<file path="src/rtl/rand_pool_reader.sv">
// rand_pool_reader: byte FIFO that feeds a 32-bit word assembler.
// Define RAND_POOL_HEALTH_EN to compile in the repetition health test.
module rand_pool_reader #(
  parameter int DEPTH     = 8,
  parameter int REP_LIMIT = 4
) (
  input  logic                   clk,
  input  logic                   rst,
  input  logic                   enable,
  input  logic                   byte_ready,
  input  logic [7:0]             rand_byte,
  input  logic                   req,
  input  logic                   word_ack,
  output logic                   word_valid,
  output logic [31:0]            rand_word,
  output logic [$clog2(DEPTH):0] level,
  output logic                   overflow,
  output logic                   health_fail
);

  localparam int AW = $clog2(DEPTH);
  localparam int LW = AW + 1;

  typedef enum logic [1:0] {
    IDLE,
    GATHER,
    PRESENT
  } state_t;

  state_t        state_q;
  logic [7:0]    mem_q [DEPTH];
  logic [AW-1:0] wr_q;
  logic [AW-1:0] rd_q;
  logic [LW-1:0] level_q;
  logic          ovf_q;
  logic [2:0]    cnt_q;
  logic [31:0]   word_q;
  logic          wv_q;

  logic strobe;
  logic trip;
  logic push;
  logic pop;
  logic accept;

  assign strobe = byte_ready & enable;

  // A pop happens only while gathering, short of a full word, with data present.
  assign pop = (state_q == GATHER) && (cnt_q != 3'd4) && (level_q != '0);

  // Full is judged on pre-edge occupancy; a same-cycle pop frees a slot.
  assign accept = push && ((level_q != LW'(DEPTH)) || pop);

`ifdef RAND_POOL_HEALTH_EN
  localparam int RW = $clog2(REP_LIMIT + 1);

  logic [7:0]    last_q;
  logic [RW-1:0] run_q;
  logic [RW-1:0] run_d;
  logic          hf_q;

  // Run length including the current byte; saturates at the limit.
  always_comb begin
    run_d = RW'(1);
    if (rand_byte == last_q) begin
      run_d = (run_q == RW'(REP_LIMIT)) ? run_q : run_q + 1'b1;
    end
  end

  assign trip        = strobe & ~hf_q & (run_d == RW'(REP_LIMIT));
  assign push        = strobe & ~hf_q & ~trip;
  assign health_fail = hf_q;

  // Repetition tracker; failure is sticky until reset.
  always_ff @(posedge clk) begin
    if (rst) begin
      last_q <= '0;
      run_q  <= '0;
      hf_q   <= 1'b0;
    end else if (strobe) begin
      last_q <= rand_byte;
      run_q  <= run_d;
      if (trip) hf_q <= 1'b1;
    end
  end
`else
  assign trip        = 1'b0;
  assign push        = strobe;
  assign health_fail = 1'b0;
`endif

  // Byte storage; no reset needed, occupancy is tracked separately.
  always_ff @(posedge clk) begin
    if (!rst && accept) mem_q[wr_q] <= rand_byte;
  end

  // FIFO pointers, occupancy and sticky overflow; a health trip flushes.
  always_ff @(posedge clk) begin
    if (rst) begin
      wr_q    <= '0;
      rd_q    <= '0;
      level_q <= '0;
      ovf_q   <= 1'b0;
    end else if (trip) begin
      wr_q    <= '0;
      rd_q    <= '0;
      level_q <= '0;
    end else begin
      if (accept) wr_q <= wr_q + 1'b1;
      if (pop)    rd_q <= rd_q + 1'b1;
      unique case ({accept, pop})
        2'b10:   level_q <= level_q + 1'b1;
        2'b01:   level_q <= level_q - 1'b1;
        default: level_q <= level_q;
      endcase
      if (push && !accept) ovf_q <= 1'b1;
    end
  end

  // Word assembly FSM: wait for req, gather four bytes, hold until ack.
  always_ff @(posedge clk) begin
    if (rst) begin
      state_q <= IDLE;
      cnt_q   <= '0;
      word_q  <= '0;
      wv_q    <= 1'b0;
    end else begin
      unique case (state_q)
        IDLE: begin
          if (req) begin
            cnt_q   <= '0;
            word_q  <= '0;
            state_q <= GATHER;
          end
        end
        GATHER: begin
          if (cnt_q == 3'd4) begin
            state_q <= PRESENT;
            wv_q    <= 1'b1;
          end else if (pop) begin
            word_q <= {word_q[23:0], mem_q[rd_q]};
            cnt_q  <= cnt_q + 1'b1;
          end
        end
        PRESENT: begin
          if (word_ack) begin
            state_q <= IDLE;
            wv_q    <= 1'b0;
          end
        end
        default: state_q <= IDLE;
      endcase
    end
  end

  assign word_valid = wv_q;
  assign rand_word  = word_q;
  assign level      = level_q;
  assign overflow   = ovf_q;

endmodule

</file>
<file path="config.mk">
export PLATFORM = sky130hd
export DESIGN_NAME = rand_pool_reader
export DESIGN_NICKNAME = d
export VERILOG_FILES = /design/src/rtl/rand_pool_reader.sv
export SDC_FILE = /design/constraint.sdc
export NUM_CORES = 1
export LEC_CHECK = 0
export ABC_AREA = 1
export CELL_PAD_IN_SITES_DETAIL_PLACEMENT = 1
export CELL_PAD_IN_SITES_GLOBAL_PLACEMENT = 1
export CORE_ASPECT_RATIO = 1.2
export CORE_MARGIN = 2
export CORE_UTILIZATION = 46
export DETAILED_ROUTE_END_ITERATION = 10
export GPL_TIMING_DRIVEN = 1
export PLACE_DENSITY = 0.81
export SETUP_SLACK_MARGIN = 0.05
export SLEW_MARGIN = 5
export SYNTH_ARGS = -nofsm -noshare
export SYNTH_HDL_FRONTEND = slang
export SYNTH_SLANG_ARGS = --single-unit
</file>
<file path="constraint.sdc">
create_clock -name clk -period 4.55 [get_ports clk]
set_clock_uncertainty 0.2 [all_clocks]
set_input_delay 0.91 -clock clk [delete_from_list [all_inputs] [get_ports clk]]
set_output_delay 0.91 -clock clk [all_outputs]
set_load 0.03 [all_outputs]
</file>
Yosys cells after proc, flatten, opt, wreduce, memory -nomap -nowiden. Memory sizes are Yosys's and may differ from the RTL's. A register that Yosys moved wholly into a read port is not among the register bits. Cells that the tools add are included.

$mul: 0. Shift-type cells: 0. Divide/modulo/power cells: 0. Add/subtract/negate cells: 5. Reductions and logical operators: 16. Magnitude comparators: 0. Multiplexer cells: 20. Equality and inequality tests: 12. Bitwise gates (word level): 1.

Operators with widths (number): 32-bit 2-to-1 mux (3); 32-bit one-hot mux with 2 select lines (1); 3-bit 2-to-1 mux (5); 3-bit by 1-bit adder with 3-bit output, second input constant (3); 2-bit inequality test, second input constant (4); 4-bit one-hot mux with 2 select lines (1); 2-bit 2-to-1 mux (3); 2-bit one-hot mux with 3 select lines (1); 3-bit one-hot mux with 2 select lines (1); 3-bit AND reduction (2); 2-bit nonzero test (3); 1-bit logical AND (5); 4-bit by 1-bit adder with 4-bit output, second input constant (1); 2-bit by 1-bit == test with 1-bit output, second input constant (2); 2-bit == test, second input constant (2); 1-bit 2-to-1 mux (4); 4-bit inequality test, second input constant (1); 4-bit AND reduction (1); 4-bit nonzero test (1); 4-bit by 1-bit subtractor with 4-bit output, second input constant (1); 3-bit == test, second input constant (1); 3-bit inequality test, second input constant (1); 1-bit zero test (2); 2-bit zero test (1); 4 further kinds (4).

Logic and storage cells: 63. Bits in latches: 0. Output and inout port bits: 39. Register bits: 49. Bits in read-only memories: 0. Memories: 1. Bits in writable memories: 64. Bits of input ports: 14.

Memories: mem_q (depth 8, width 8, rd ports 1, clocked after Yosys merged registers in 1, write ports 1, line 31) `logic [7:0] mem_q [DEPTH];`.

Logic depth before layout (Yosys ltp).
Depth after elaboration: 8. Mapped depth: 15. Depth with buffers taken out: 15.

Least setup slack after synthesis. OpenSTA, ideal clock, no wires.

Path type: input port to flip-flop. Start point: input port rst. End point: memory mem_q[2][0] (enable). Path buffers: 2. Data required time: 3.980 ns. Setup time: 0.370 ns. Arrival: 1.902 ns. Stages: 5. Setup slack: 2.078 ns. Cell sequence: clkbuf_1 inv_1 clkbuf_1 nand3_1 nor2_1.

Word-level cells in the longest chain between the ends: 4.

RTL lines: from (decl) (line 8) `input logic rst,`; 1-bit zero test (line 94) `if (!rst && accept) mem_q[wr_q] <= rand_byte;`; 1-bit logical AND (line 94); 1-bit 2-to-1 mux (line 94); 1-bit 2-to-1 mux (not written as such) (line 94); to (decl) (line 31).

No other way between the ends.

Worst setup path in the final report.
Start point: input port enable. End point: register level_q[3], in the netlist level[3].

Word-level cells in the longest chain between the ends: 4. Elaborated cells on any way between the ends: 6. Classes of those cells: eq/ne: 2; mux: 1; bitwise: 1; reduce/logical: 2.

RTL lines: from (decl) (line 9) `input logic enable,`; 1-bit AND (*) (line 46) `assign strobe = byte_ready & enable;`; 1-bit logical AND (*) (line 52) `assign accept = push && ((level_q != LW'(DEPTH)) || pop);`; 2-bit by 1-bit == test with 1-bit output or 2-bit == test (tied branches) (line 111) `unique case ({accept, pop})`; 4-bit one-hot mux with 2 select lines or 2-bit nonzero test (tied branches); to (signal assigned) (line 112) `2'b10: level_q <= level_q + 1'b1;`; to (signal assigned) (line 113) `2'b01: level_q <= level_q - 1'b1;`; to (signal assigned) (line 114) `default: level_q <= level_q;`; to (decl) (line 34) `logic [LW-1:0] level_q;`.

Mark *: on every way between the ends. The rest lies on a longest branch, timed or not. A chain may end at the register's enable or synchronous reset.

==> flow_metrics.env <==
export IMPL_slew_viol_final=0
export IMPL_status="completed"
export IMPL_die_w_um=95.69
export IMPL_hold_viol_final=0
export IMPL_hold_path_class="register to register"
export IMPL_synth_area_top_cells="edfxtp_1 41%, dfxtp_1 22%, nor2_1 6.8%, nand2_1 6.5%, a21oi_1 4.2%"
export IMPL_p_leak_nw=2.036
export IMPL_power_density_nw_per_um2=471.9
export IMPL_drc=0
export IMPL_clock_power_share_pct=47.3
export IMPL_netlist_instances=470
export IMPL_yosysSeqAreaShare_pct=63.84
export IMPL_internal_power_w=0.002065
export IMPL_cp_end_kind="register"
export IMPL_p_switching_w=0.0006556
export IMPL_coreArea_um2=9910
export IMPL_synth_top_area_share_pct=41.41
export IMPL_critical_path_class="primary input to register"
export IMPL_pre_cts_ws_ns=1.464
export IMPL_switching_share_pct=24.10
export IMPL_final_antenna_net_count=0
export IMPL_avgRoutedWirePerCell_um=17.27
export IMPL_async_flop_share_pct=0
export IMPL_hpwl_um=7514
export IMPL_routed_wl_um=11350
export IMPL_maxCapViolCount=0
export IMPL_max_freq_ghz=0.3679
export IMPL_via_count=3488
export IMPL_htreeDepth=4
export IMPL_cts_resized=0
export IMPL_synth_area_per_cell_um2=9.874
export IMPL_period_share_pct=59.73
export IMPL_required_ns=4.66
export IMPL_synth_seq_cells=116
export IMPL_grt_pass1_wl_um=17840
export IMPL_hold_buffers=0
export IMPL_setup_viol=0
export IMPL_min_period_ns=2.718
export IMPL_max_slew_margin_pct=51.55
export IMPL_vias_per_cell=5.309
export IMPL_fp_dieH_um=114.0
export IMPL_ys_warn_count=0
export IMPL_cts_tree="yes"
export IMPL_rsz0062_at_grt="false"
export IMPL_syn_area_um2=4641
export IMPL_ir_drop_mv=0.2716
export IMPL_syn_nets=491
export IMPL_ys_flop_type="edfxtp_1"
export IMPL_cts_setup_buffers=0
export IMPL_syn2layout_area_growth_pct=24.24
export IMPL_drtIter0Drc=184
export IMPL_dieArea_um2=10910
export IMPL_clockBufferDepth=2
export IMPL_drive_gt1_share_pct=8.851
export IMPL_fp_row_count=40
export IMPL_synth_distinct_cells=29
export IMPL_cts_buffers=17
export IMPL_synth_largest_area_cell="edfxtp_1"
export IMPL_tightest_slew_ns=0.7260
export IMPL_cts_sinks=116
export IMPL_gp_congestion=0.8502
export IMPL_insertion_delay_ns=0.41
export IMPL_antenna_found_initial=0
export IMPL_p_comb_share_pct=10.2
export IMPL_p_seq_share_pct=42.5
export IMPL_clkTransAtPathRegs_ns=0.05
export IMPL_worstPathMaxFanout=6
export IMPL_first_global_vias=3594
export IMPL_fin_nets=539
export IMPL_synth_edf_count=64
export IMPL_startpoint_type="primary input"
export IMPL_setup_tns_ns=0
export IMPL_port_buffers=51
export IMPL_cts_root_buffer="clkbuf_16"
export IMPL_overflow=0
export IMPL_grt_max_degree=43
export IMPL_ios=53
export IMPL_dp_cells=625
export IMPL_start_util_pct=46.83
export IMPL_holdWs_ns=0.2584
export IMPL_grt_usage_pct=22.67
export IMPL_dr_pass1_iters=4
export IMPL_arrival_ns=2.82
export IMPL_setup_slack_ns=1.832
export IMPL_antennaDiodeCount=0
export IMPL_finalPower_w=0.002721
export IMPL_fin_cells=657
==> cell usage after synthesis, types with 3 or more instances <==
master / n
a21oi_2: 5
dfxtp_1: 52
nand3_1: 39
nor2_1: 84
o21ai_0: 36
a21oi_1: 39
inv_1: 21
edfxtp_1: 64
nand2_2: 3
buf_4: 7
buf_2: 5
ha_1: 6
nand2_1: 80
clkbuf_1: 9
==> layout by cell type (no fill, tap or decap), types with 3 or more instances in the layout <==
cell | synthesis | final
nand2_2 | 3 | 3
clkdlybuf4s50_1 | 0 | 51
a21oi_1 | 39 | 39
a21oi_2 | 5 | 5
nand2_1 | 80 | 80
bufinv_16 | 0 | 3
nand3_1 | 39 | 39
dfxtp_1 | 52 | 52
ha_1 | 6 | 6
o21ai_0 | 36 | 36
clkinv_2 | 0 | 5
nor2_1 | 84 | 84
clkbuf_1 | 9 | 3
inv_1 | 21 | 21
clkbuf_16 | 0 | 17
edfxtp_1 | 64 | 64
==> power groups by stage <==
stage / registers (W) / logic [W] / clock network, W
2_1_floorplan: 0.00119 / 0.000183 / 0
3_3_place_gp: 0.00117 / 0.000266 / 0
3_5_place_dp: 0.00117 / 0.000274 / 0
4_1_cts: 0.00115 / 0.000280 / 0.00131
5_1_grt: 0.00116 / 0.000311 / 0.00135
6_report: 0.00116 / 0.000278 / 0.00129
==> per-stage QoR <==
step,instance area [um^2],util [%]
after global routing,5766,58.18
after floorplan,4641,-
after CTS,5766,58.18
after global placement,5191,52.39
final,5766,58.18
after detailed placement,5191,52.39
==> flip-flops by register name, summed over array words and instances (netlist names), named ones only <==
name        flops
mem_q          64
rand_word      32
level           4
cnt_q           3
rd_q            3
wr_q            3
state_q         2
overflow        1
word_valid      1
==> layer usage <==
metal | track usage, % | vias up | wire [um]
met5 | 0 | - | 0
met4 | 12.29 | 0 | 422
met3 | 7.332 | 32 | 573
met2 | 37.30 | 99 | 5785
met1 | 25.90 | 1689 | 4567
li1 | - | 1668 | -
==> worst max-delay path, stage by stage <==
cell and delay [ns]:
clkdlybuf4s50_1 0.46, nand2_1 0.08, nand3_1 0.23, inv_1 0.13, ha_1 0.35, a21oi_1 0.16
nand2_1 0.10, nand3_1 0.10, nand2_1 0.08, a21oi_1 0.17, nor2_1 0.06
==> path summary, 6_finish.rpt <==
| check | depth (start not counted) | end | slack [ns] | from |
|---|---|---|---|---|
| max | 11 | level[3] | 1.83 | enable |
| min | 2 | rand_word[28] | 0.26 | rand_word[28] |
| max reg2reg | 14 | level[3] | 2.00 | cnt_q[0] |
| min reg2reg | 2 | rand_word[28] | 0.26 | rand_word[28] |
==> final cells by class <==
class / count / area (um^2)
timing repair buffer: 53 / 525.5
multi-input combinational: 305 / 1446
fill: 1104 / 4144
sequential: 116 / 2963
clock buffer: 20 / 436.7
inverter: 25 / 98.84
clock inverter: 12 / 137.6
tap: 126 / 157.7
==> logic make-up (layout without fill, tap and decap cells) <==
logic type | after synthesis | in the layout | share of synthesized area [%]
AND/OR/NAND/NOR | 213 | 213 | 19.28
flip-flops | 116 | 116 | 63.84
AO/OA/AOI/OAI | 82 | 82 | 9.383
buffers and inverters | 49 | 110 | 4.988
adder cells (fa/ha/maj) | 7 | 7 | 2.049
XOR/XNOR | 2 | 2 | 0.3775
other | 1 | 1 | 0.08081
Power figures use the tool's default switching activity.
